$ cat src/rtl/vertical_reg_ctrl.sv
// vertical_reg_ctrl: sequencer for the vertical register stage feeding the
// select_array. Fills the vertical register with kernel_size columns from one
// bank of the ping-pong line buffer, then slides one column per window, and
// presents every completed window downstream over a valid/ready handshake.
//
// Optional feature macro: VREG_CTRL_TIMEOUT_EN
//   defined   -> watchdog in WAIT; pulses timeout_err_o after WAIT_LIMIT cycles
//                without vr_shift_done_i and aborts the band (no done_o)
//   undefined -> WAIT waits indefinitely, timeout_err_o is constant 0
//
// state   | meaning
// --------+-----------------------------------------------------------
// IDLE    | no band active, strobes low, start_i checked here only
// FILL    | reading columns 0..k-1 for the first window (shift_mod 0)
// WAIT    | waiting for vertical_reg to report completion
// PRESENT | window valid downstream, waiting for win_ready_i
// SLIDE   | reading the next single column (shift_mod 1)
// DONE    | one-cycle band completion pulse

`ifndef KERNEL_SIZE
`define KERNEL_SIZE 8
`endif

module vertical_reg_ctrl #(
    parameter int KERNEL_SIZE = `KERNEL_SIZE,
    parameter int ADDR_WIDTH  = 8,
    parameter int WAIT_LIMIT  = 15
) (
    input  logic                  clk_i,
    input  logic                  rst_i,
    input  logic                  start_i,
    input  logic                  bank_sel_i,
    input  logic [7:0]            kernel_size_i,
    input  logic [7:0]            out_cols_i,
    output logic                  busy_o,
    output logic                  done_o,
    output logic                  cfg_err_o,
    output logic                  buf_rd_en_o,
    output logic [ADDR_WIDTH-1:0] buf_rd_addr_o,
    output logic                  vr_enable_o,
    output logic                  vr_in_select_o,
    output logic                  vr_shift_mod_o,
    input  logic                  vr_shift_done_i,
    output logic                  win_valid_o,
    input  logic                  win_ready_i,
    output logic [7:0]            win_idx_o,
    output logic                  timeout_err_o
);

    typedef enum logic [2:0] {
        S_IDLE,
        S_FILL,
        S_WAIT,
        S_PRESENT,
        S_SLIDE,
        S_DONE
    } state_t;

    state_t                  state_q;
    logic [7:0]              k_q;
    logic [7:0]              out_cols_q;
    logic [7:0]              c_q;
    logic [7:0]              fill_left_q;
    logic                    busy_q;
    logic                    done_q;
    logic                    cfg_err_q;
    logic                    rd_en_q;
    logic                    rd_slide_q;
    logic [ADDR_WIDTH-1:0]   rd_addr_q;
    logic                    vr_enable_q;
    logic                    vr_shift_mod_q;
    logic                    in_sel_q;
    logic                    win_valid_q;

    logic                    cfg_ok_d;
    logic                    last_win_d;
    logic [ADDR_WIDTH-1:0]   slide_addr_d;

`ifdef VREG_CTRL_TIMEOUT_EN
    localparam int WD_W = $clog2(WAIT_LIMIT + 1);
    logic [WD_W-1:0]         wd_q;
    logic                    timeout_q;
`endif

    // Configuration legality and per-window derived values.
    assign cfg_ok_d     = (kernel_size_i != 8'd0) &&
                          (int'(kernel_size_i) <= KERNEL_SIZE) &&
                          (out_cols_i != 8'd0);
    assign last_win_d   = (c_q == out_cols_q - 8'd1);
    // Next column after window c is k+c; wrap-around in the address is intended.
    assign slide_addr_d = ADDR_WIDTH'(k_q) + ADDR_WIDTH'(c_q);

    // Band sequencer with registered outputs.
    always_ff @(posedge clk_i or posedge rst_i) begin
        if (rst_i) begin
            state_q        <= S_IDLE;
            k_q            <= '0;
            out_cols_q     <= '0;
            c_q            <= '0;
            fill_left_q    <= '0;
            busy_q         <= 1'b0;
            done_q         <= 1'b0;
            cfg_err_q      <= 1'b0;
            rd_en_q        <= 1'b0;
            rd_slide_q     <= 1'b0;
            rd_addr_q      <= '0;
            vr_enable_q    <= 1'b0;
            vr_shift_mod_q <= 1'b0;
            in_sel_q       <= 1'b0;
            win_valid_q    <= 1'b0;
`ifdef VREG_CTRL_TIMEOUT_EN
            wd_q           <= '0;
            timeout_q      <= 1'b0;
`endif
        end else begin
            done_q         <= 1'b0;
            cfg_err_q      <= 1'b0;
            // The buffer returns data one cycle after the read strobe.
            vr_enable_q    <= rd_en_q;
            vr_shift_mod_q <= rd_en_q & rd_slide_q;
`ifdef VREG_CTRL_TIMEOUT_EN
            timeout_q      <= 1'b0;
`endif
            case (state_q)
                S_IDLE: begin
                    if (start_i) begin
                        if (cfg_ok_d) begin
                            k_q         <= kernel_size_i;
                            out_cols_q  <= out_cols_i;
                            in_sel_q    <= bank_sel_i;
                            c_q         <= '0;
                            fill_left_q <= kernel_size_i - 8'd1;
                            rd_en_q     <= 1'b1;
                            rd_slide_q  <= 1'b0;
                            rd_addr_q   <= '0;
                            busy_q      <= 1'b1;
                            state_q     <= S_FILL;
                        end else begin
                            cfg_err_q <= 1'b1;
                        end
                    end
                end
                S_FILL: begin
                    if (fill_left_q == 8'd0) begin
                        rd_en_q <= 1'b0;
                        state_q <= S_WAIT;
`ifdef VREG_CTRL_TIMEOUT_EN
                        wd_q    <= WD_W'(WAIT_LIMIT - 1);
`endif
                    end else begin
                        rd_addr_q   <= rd_addr_q + ADDR_WIDTH'(1);
                        fill_left_q <= fill_left_q - 8'd1;
                    end
                end
                S_WAIT: begin
                    if (vr_shift_done_i) begin
                        win_valid_q <= 1'b1;
                        state_q     <= S_PRESENT;
                    end
`ifdef VREG_CTRL_TIMEOUT_EN
                    else if (wd_q == '0) begin
                        timeout_q <= 1'b1;
                        busy_q    <= 1'b0;
                        state_q   <= S_IDLE;
                    end else begin
                        wd_q <= wd_q - WD_W'(1);
                    end
`endif
                end
                S_PRESENT: begin
                    if (win_ready_i) begin
                        win_valid_q <= 1'b0;
                        if (last_win_d) begin
                            done_q  <= 1'b1;
                            state_q <= S_DONE;
                        end else begin
                            rd_en_q    <= 1'b1;
                            rd_slide_q <= 1'b1;
                            rd_addr_q  <= slide_addr_d;
                            c_q        <= c_q + 8'd1;
                            state_q    <= S_SLIDE;
                        end
                    end
                end
                S_SLIDE: begin
                    rd_en_q <= 1'b0;
                    state_q <= S_WAIT;
`ifdef VREG_CTRL_TIMEOUT_EN
                    wd_q    <= WD_W'(WAIT_LIMIT - 1);
`endif
                end
                S_DONE: begin
                    busy_q  <= 1'b0;
                    state_q <= S_IDLE;
                end
                default: state_q <= S_IDLE;
            endcase
        end
    end

    assign busy_o         = busy_q;
    assign done_o         = done_q;
    assign cfg_err_o      = cfg_err_q;
    assign buf_rd_en_o    = rd_en_q;
    assign buf_rd_addr_o  = rd_addr_q;
    assign vr_enable_o    = vr_enable_q;
    assign vr_in_select_o = in_sel_q;
    assign vr_shift_mod_o = vr_shift_mod_q;
    assign win_valid_o    = win_valid_q;
    assign win_idx_o      = c_q;
`ifdef VREG_CTRL_TIMEOUT_EN
    assign timeout_err_o  = timeout_q;
`else
    assign timeout_err_o  = 1'b0;
`endif

endmodule

$ cat config.mk
export PLATFORM = sky130hd
export DESIGN_NAME = vertical_reg_ctrl
export DESIGN_NICKNAME = d
export VERILOG_FILES = /design/src/rtl/vertical_reg_ctrl.sv
export SDC_FILE = /design/constraint.sdc
export NUM_CORES = 1
export LEC_CHECK = 0
export ABC_AREA = 1
export CORE_MARGIN = 8
export CORE_UTILIZATION = 56
export CTS_CLUSTER_SIZE = 24
export DETAILED_ROUTE_END_ITERATION = 6
export PLACE_DENSITY = 0.84
export SYNTH_ARGS = -nofsm -noshare
export SYNTH_HDL_FRONTEND = slang
export SYNTH_SLANG_ARGS = --single-unit
$ cat constraint.sdc
create_clock -name clk_i -period 2.3 [get_ports clk_i]
set_input_delay 0.345 -clock clk_i [delete_from_list [all_inputs] [get_ports clk_i]]
set_output_delay 0.345 -clock clk_i [all_outputs]
set_load 0.05 [all_outputs]
==> results.tsv, run 1 <==
stage	metric	value	unit
sta	maxSlewViolCount	0	
job	drv_cap	0	
worst_setup_path	path_cells	inv_2, nor2_8, nand2_4, inv_1, o21ai_0, nand3_1, nor2_2, nand3_2, nand2_1, nand2_1	
sta	fin_crit_sh	90.4	%
power_and_ir_drop	p_leak	2.15	nW
synthesis	synth-xor-area-share	3.81	%
min_path	hp-class	in -> async	
worst_setup_path	crit_path_max_incr_delay	0.44	ns
finish	utilization	69.1	%
placed_design	dpl-instance-area	4010	um^2
placed_design	gp_congestion	0.897	
placed_design	portBuffers	45	
synthesis	yosys_register_bits	52	
synthesis	muxShareOfSynthArea	0.616	%
floorplan	core	5960	um^2
synthesis	synth.most_common_cell	nand2_1	
synthesis	synth_top_family_by_area	simple AND/OR/NAND/NOR gates	
detailed_routing	vias_per_cell	5.34	
power_and_ir_drop	combPwrFrac	54.7	%
synthesis	avgSynthCellArea	7.09	um^2
finish	stdcell_area	4120	um^2
sta	rsz0062_at_grt	false	
power_and_ir_drop	sw_frac_of_total	48.6	%
sta	layout_setup_ws	0.221	ns
synthesis	synth_top_area_share	37.7	%
sta	setup_violations	0	
global_routing	overflow	0	
detailed_routing	dr.first_iter.drc_count	236	
worst_setup_path	required	2.50	ns
floorplan	fp-row-count	28	
synthesis	synthDistinctLibCells	39	
clocking	cts_max_level	2	
finish	syn2layout_area_growth	19.2	%
synthesis	yosysTopAreaCell	dfrtp_1	
global_routing	grt_usage	18.8	%
synthesis	synth_area	3450	um^2
worst_setup_path	slowest_stage	dfrtp_1	
finish	diodes	0	
floorplan	start_util	58.0	%
clocking	cts-root-buf	clkbuf_8	
finish	drive_gt1_share	8.33	%
worst_setup_path	critPathMostFrequentCell	nand2_1	
finish	fillers	523	
synthesis	syn-num-nets	521	
power_and_ir_drop	pwr-share-clk	12.6	%
synthesis	async_reset_ff_share	100	%
floorplan	dieWidth	94.5	um
finish	register_area	1300	um^2
sta	tns	0	ns
synthesis	synth_common_cells	160 x nand2_1, 64 x inv_1, 52 x dfrtp_1	
detailed_routing	drc	0	
detailed_routing	final_antenna_net_count	0	
power_and_ir_drop	p_int	0.00220	W
detailed_routing	drtPass1Iterations	5	
placed_design	hpwlAfterDp	6270	um
power_and_ir_drop	powerDensity	1040	nW/um^2
floorplan	fp.dieArea	8930	um^2
detailed_routing	drt_wl_total	8040	um
synthesis	synth_compound_area_share	8.66	%
global_routing	grt_pass1_wl	13900	um
detailed_routing	wl_per_cell	13.1	um
clocking	numCtsBuffers	5	
synthesis	synth-simple-area-share	34.9	%
synthesis	synth_seq_area_share	37.7	%
synthesis	synth_edf_count	0	
synthesis	ys_dominant_reg_cell	dfrtp_1	
power_and_ir_drop	p_switching	0.00209	W
clocking	cts_sinks	52	
finish	nNetsFinal	573	
global_routing	grt_max_degree	32	
synthesis	syn_inst	487	
status	status	complete, no violations	
clocking	clk_latency	0.30	ns
worst_setup_path	cp-end-kind	flop	
finish	multi_input_area	1830	um^2
clocking	clockBufferDepth	2	
floorplan	die_h	94.5	um
clocking	cts_tree	done	
detailed_routing	num_vias	3285	
worst_setup_path	critical_path_class	reg -> reg	
power_and_ir_drop	seqPwrFrac	32.7	%
clocking	clkTransAtPathRegs	0.09	ns
sta	hold_viol_final	0	
placed_design	dpl_worst_slack	0.0370	ns
floorplan	io_pins	47	
sta	worst_slew_pin_slew	0.507	ns
sta	slew_headroom	66.1	%
sta	min_period	2.08	ns
global_routing	antenna_found_initial	0	
worst_setup_path	critPathArrivalTime	2.28	ns
synthesis	synth_fa_ha_area_share	4.57	%
worst_setup_path	cp-start-kind	flop	
worst_setup_path	cp_top_family	simple AND/OR/NAND/NOR gates	
sta	max_freq	481	MHz
sta	finalClockSkew	0.00774	ns
global_routing	first_global_vias	3138	
synthesis	yosys_warnings	0	
power_and_ir_drop	ir_drop	568	uV
worst_setup_path	path_buf_inv	2	
synthesis	ys_top_cells_by_area	dfrtp_1 38%, nand2_1 17%, inv_1 7.0%	
worst_setup_path	crit_fanout	15	
sequential cells by signal (all words and copies together) (netlist names), 3 cells and up:
signal         flops
out_cols_q         8
k_q                8
state_q            3
buf_rd_addr_o      8
win_idx_o          8
fill_left_q        8
power groups by stage:
stage	sequential, W	combinational, W	clock, W
2_1_floorplan	0.00161	0.00151	0
3_3_place_gp	0.00140	0.00225	0
3_5_place_dp	0.00142	0.00232	0
4_1_cts	0.00140	0.00233	0.000544
6_report	0.00140	0.00235	0.000539
5_1_grt	0.00144	0.00263	0.000591
per-layer routing:
metal	up-vias	share of wire, %	global-route usage (%)
li1	1653	-	-
met1	1522	44	22.8
met2	95	49	33.0
met3	15	5.4	3.25
met4	0	1.6	5.98
met5	-	0	0
tightest hold or removal path, delay by kind of cell:
kind,cells,cell delay (ns)
buf+inv,3,0.74
timing repair:
item,in CTS,in global routing
endpoints found under the setup margin,0,12
resized for setup,0,3
endpoints found under the hold margin,0,0
hold buffers,0,0
setup buffers,0,0
final cells by class:
type | count | share of cell area (%)
multi-input cells | 356 | 44.4
flip-flops and latches | 52 | 31.6
clock inverters | 2 | 0.243
repair buffers | 56 | 13.3
inverters | 68 | 6.20
well taps | 75 | 2.28
clock buffers | 6 | 2.01
cell usage in the layout (no fill, tap or decap), types with 2 or more instances in the layout:
cell type	netlist	routed
nand2_1	160	160
inv_1	64	63
dfrtp_1	52	51
clkdlybuf4s50_1	0	45
nor2_1	43	42
nand3_1	32	32
o21ai_0	30	30
nand4_1	19	19
ha_1	11	11
xor2_1	10	10
buf_4	2	10
a21oi_1	9	9
clkbuf_8	1	6
xnor2_1	5	5
inv_2	4	5
o21ai_2	5	5
nand3b_1	4	4
nor3_1	4	4
or2_2	3	3
nand3_2	3	2
nor2_2	1	2
nand2_2	2	2
clkinv_2	0	2
stage by stage:
step,hold WS [ns],total power [W],std cells
floorplan,0.433,0.00313,487
global placement,0.429,0.00365,607
detailed placement,0.440,0.00374,607
CTS,0.397,0.00428,615
global route,0.430,0.00466,615
finish,0.381,0.00429,615
worst paths after layout:
check                           depth (start not counted)  slack, ns         from          endpoint
worst max register to register                         10       0.22   state_q[0]      win_idx_o[0]
min in group clk_i                                      0       0.46  buf_rd_en_o       vr_enable_o
worst max-delay path                                   10       0.22   state_q[0]      win_idx_o[0]
worst min-delay path                                    3       0.38        rst_i    vr_in_select_o
max in group asynchronous                               3       1.58        rst_i  buf_rd_addr_o[1]
worst min register to register                          0       0.46  buf_rd_en_o       vr_enable_o
cells by family (layout without fill, tap and decap cells):
family	after synthesis	count (layout)
AND/OR/NAND/NOR	275	275
multiplexers	2	2
buffers and inverters	79	132
adder cells (fa/ha/maj)	12	12
XOR/XNOR	15	15
flip-flops	52	52
other	1	1
AO/OA/AOI/OAI	51	51
(Power assumes the default switching activity.)
==> inputs of run 2 (changes only) <==
--- a/config.mk
+++ b/config.mk
@@ -7,10 +7,10 @@
 export LEC_CHECK = 0
 export ABC_AREA = 1
 export CORE_MARGIN = 8
-export CORE_UTILIZATION = 56
+export CORE_UTILIZATION = 60
 export CTS_CLUSTER_SIZE = 24
 export DETAILED_ROUTE_END_ITERATION = 6
-export PLACE_DENSITY = 0.84
+export PLACE_DENSITY = 0.89
 export SYNTH_ARGS = -nofsm -noshare
 export SYNTH_HDL_FRONTEND = slang
 export SYNTH_SLANG_ARGS = --single-unit
==> constraint.sdc (replaced) <==
create_clock -name clk_i -period 2.58 [get_ports clk_i]
set_input_delay 0.387 -clock clk_i [delete_from_list [all_inputs] [get_ports clk_i]]
set_output_delay 0.387 -clock clk_i [all_outputs]
set_load 0.05 [all_outputs]
==> results.tsv, run 2 (synthesis results as in run 1) <==
stage	metric	value	unit
floorplan	start_util	62.3	%
detailed_routing	num_vias	3240	
sta	max_freq	454	MHz
clocking	cts_sinks	52	
global_routing	grt_max_degree	31	
placed_design	hpwlAfterDp	6210	um
clocking	clk_latency	0.31	ns
worst_setup_path	critical_path_class	reg -> reg	
clocking	cts_max_level	2	
global_routing	grt_pass1_wl	13700	um
clocking	cts_tree	done	
floorplan	io_pins	47	
job	drv_cap	0	
finish	drive_gt1_share	7.10	%
worst_setup_path	slowest_stage	dfrtp_1	
sta	tns	0	ns
worst_setup_path	cp-end-kind	flop	
sta	fin_crit_sh	85.3	%
worst_setup_path	crit_path_max_incr_delay	0.42	ns
global_routing	first_global_vias	3043	
floorplan	die_h	91.9	um
worst_setup_path	crit_fanout	22	
power_and_ir_drop	powerDensity	926	nW/um^2
clocking	cts-hold-fix-buffers	0	
sta	maxSlewViolCount	0	
floorplan	fp-row-count	27	
sta	min_period	2.20	ns
clocking	numCtsBuffers	5	
worst_setup_path	critPathArrivalTime	2.45	ns
finish	diodes	0	
sta	setup_violations	0	
sta	slew_headroom	58.3	%
finish	most-common-layout-cells	160 x nand2_1, 63 x inv_1, 52 x dfrtp_1	
floorplan	core	5540	um^2
clocking	clkTransAtPathRegs	0.09	ns
detailed_routing	final_antenna_net_count	0	
power_and_ir_drop	ir_drop	560	uV
placed_design	dpl_worst_slack	0.270	ns
finish	syn2layout_area_growth	17.9	%
worst_setup_path	critPathMostFrequentCell	nand2_1	
placed_design	placedCellCount	599	
finish	layout_commonest_cell	nand2_1	
global_routing	antenna_found_initial	0	
min_path	hp-class	reg -> reg	
placed_design	gp_congestion	0.919	
floorplan	fp.dieArea	8440	um^2
status	status	complete, no violations	
sta	hold_viol_final	0	
placed_design	portBuffers	45	
worst_setup_path	cp-start-kind	flop	
detailed_routing	vias_per_cell	5.34	
detailed_routing	wl_per_cell	12.9	um
finish	fillers	458	
floorplan	dieWidth	91.9	um
worst_setup_path	path_cells	inv_1, ha_1, or2_2, nand2_1, nand2_1, nand2_1, nand3_1, nor2_1, nand3_4, nand3_2, nand2_1, nand2_1	
detailed_routing	dr.first_iter.drc_count	206	
global_routing	overflow	0	
sta	layout_setup_ws	0.379	ns
sta	rsz0062_at_grt	false	
detailed_routing	drt_wl_total	7840	um
worst_setup_path	path_buf_inv	1	
finish	utilization	73.5	%
worst_setup_path	cp_top_family	simple AND/OR/NAND/NOR gates	
power_and_ir_drop	p_leak	2.13	nW
finish	nNetsFinal	568	
sta	finalClockSkew	0.00986	ns
worst_setup_path	required	2.83	ns
sta	hold_ws	0.430	ns
detailed_routing	drc	0	
finish	stdcell_count	607	
clocking	clockBufferDepth	2	
global_routing	grt_usage	19.3	%
detailed_routing	drtPass1Iterations	5	
clocking	cts-root-buf	clkbuf_8	
sta	worst_slew_pin_slew	0.624	ns
-- run 2: report_power, final --
group          leakage, nW  switching (W)  internal, W  total, W
logic                 1.38        0.00135     0.000689   0.00204
registers            0.690       0.000221      0.00103   0.00125
clock network       0.0510       0.000265     0.000215  0.000479
total                 2.13        0.00184      0.00193   0.00377
-- run 2: path summary, 6_finish.rpt --
path,cells after the start,from,endpoint,slack [ns]
worst max register to register,12,out_cols_q[0],win_idx_o[0],0.38
worst min register to register,0,buf_rd_en_o,vr_enable_o,0.43
max in group asynchronous,3,rst_i,buf_rd_addr_o[6],1.56
min in group asynchronous,2,rst_i,out_cols_q[1],0.46
worst min-delay path,0,buf_rd_en_o,vr_enable_o,0.43
worst max-delay path,12,out_cols_q[0],win_idx_o[0],0.38
-- run 2: layout make-up --
| type | count | area, um^2 | area share [%] |
|---|---|---|---|
| multi-input combinational | 356 | 1820 | 44.8 |
| sequential | 52 | 1300 | 32.0 |
| timing repair buffer | 51 | 508 | 12.5 |
| inverter | 68 | 255 | 6.27 |
| tap | 72 | 90.1 | 2.21 |
| clock buffer | 6 | 82.6 | 2.03 |
| clock inverter | 2 | 10.0 | 0.246 |
-- run 2: per-stage QoR --
step	area [um^2]	total power, W
final	4070	0.00377
after global routing	4070	0.00406
after CTS	4060	0.00376
after detailed placement	3970	0.00329
after global placement	3970	0.00321
after floorplan	3450	0.00279
-- run 2: repair_timing --
item | in CTS | in global routing
endpoints found under the hold margin | 0 | 0
setup buffers | 0 | 0
gates resized for setup | 0 | 1
setup endpoints to repair | 0 | 3
-- run 2: per-layer routing --
metal	wire length (um)	share of wire, %	global-route usage, %
met1	3360	43	23.3
met2	3930	50	33.5
met3	445	5.7	3.50
met4	108	1.4	6.98
met5	0	0	0
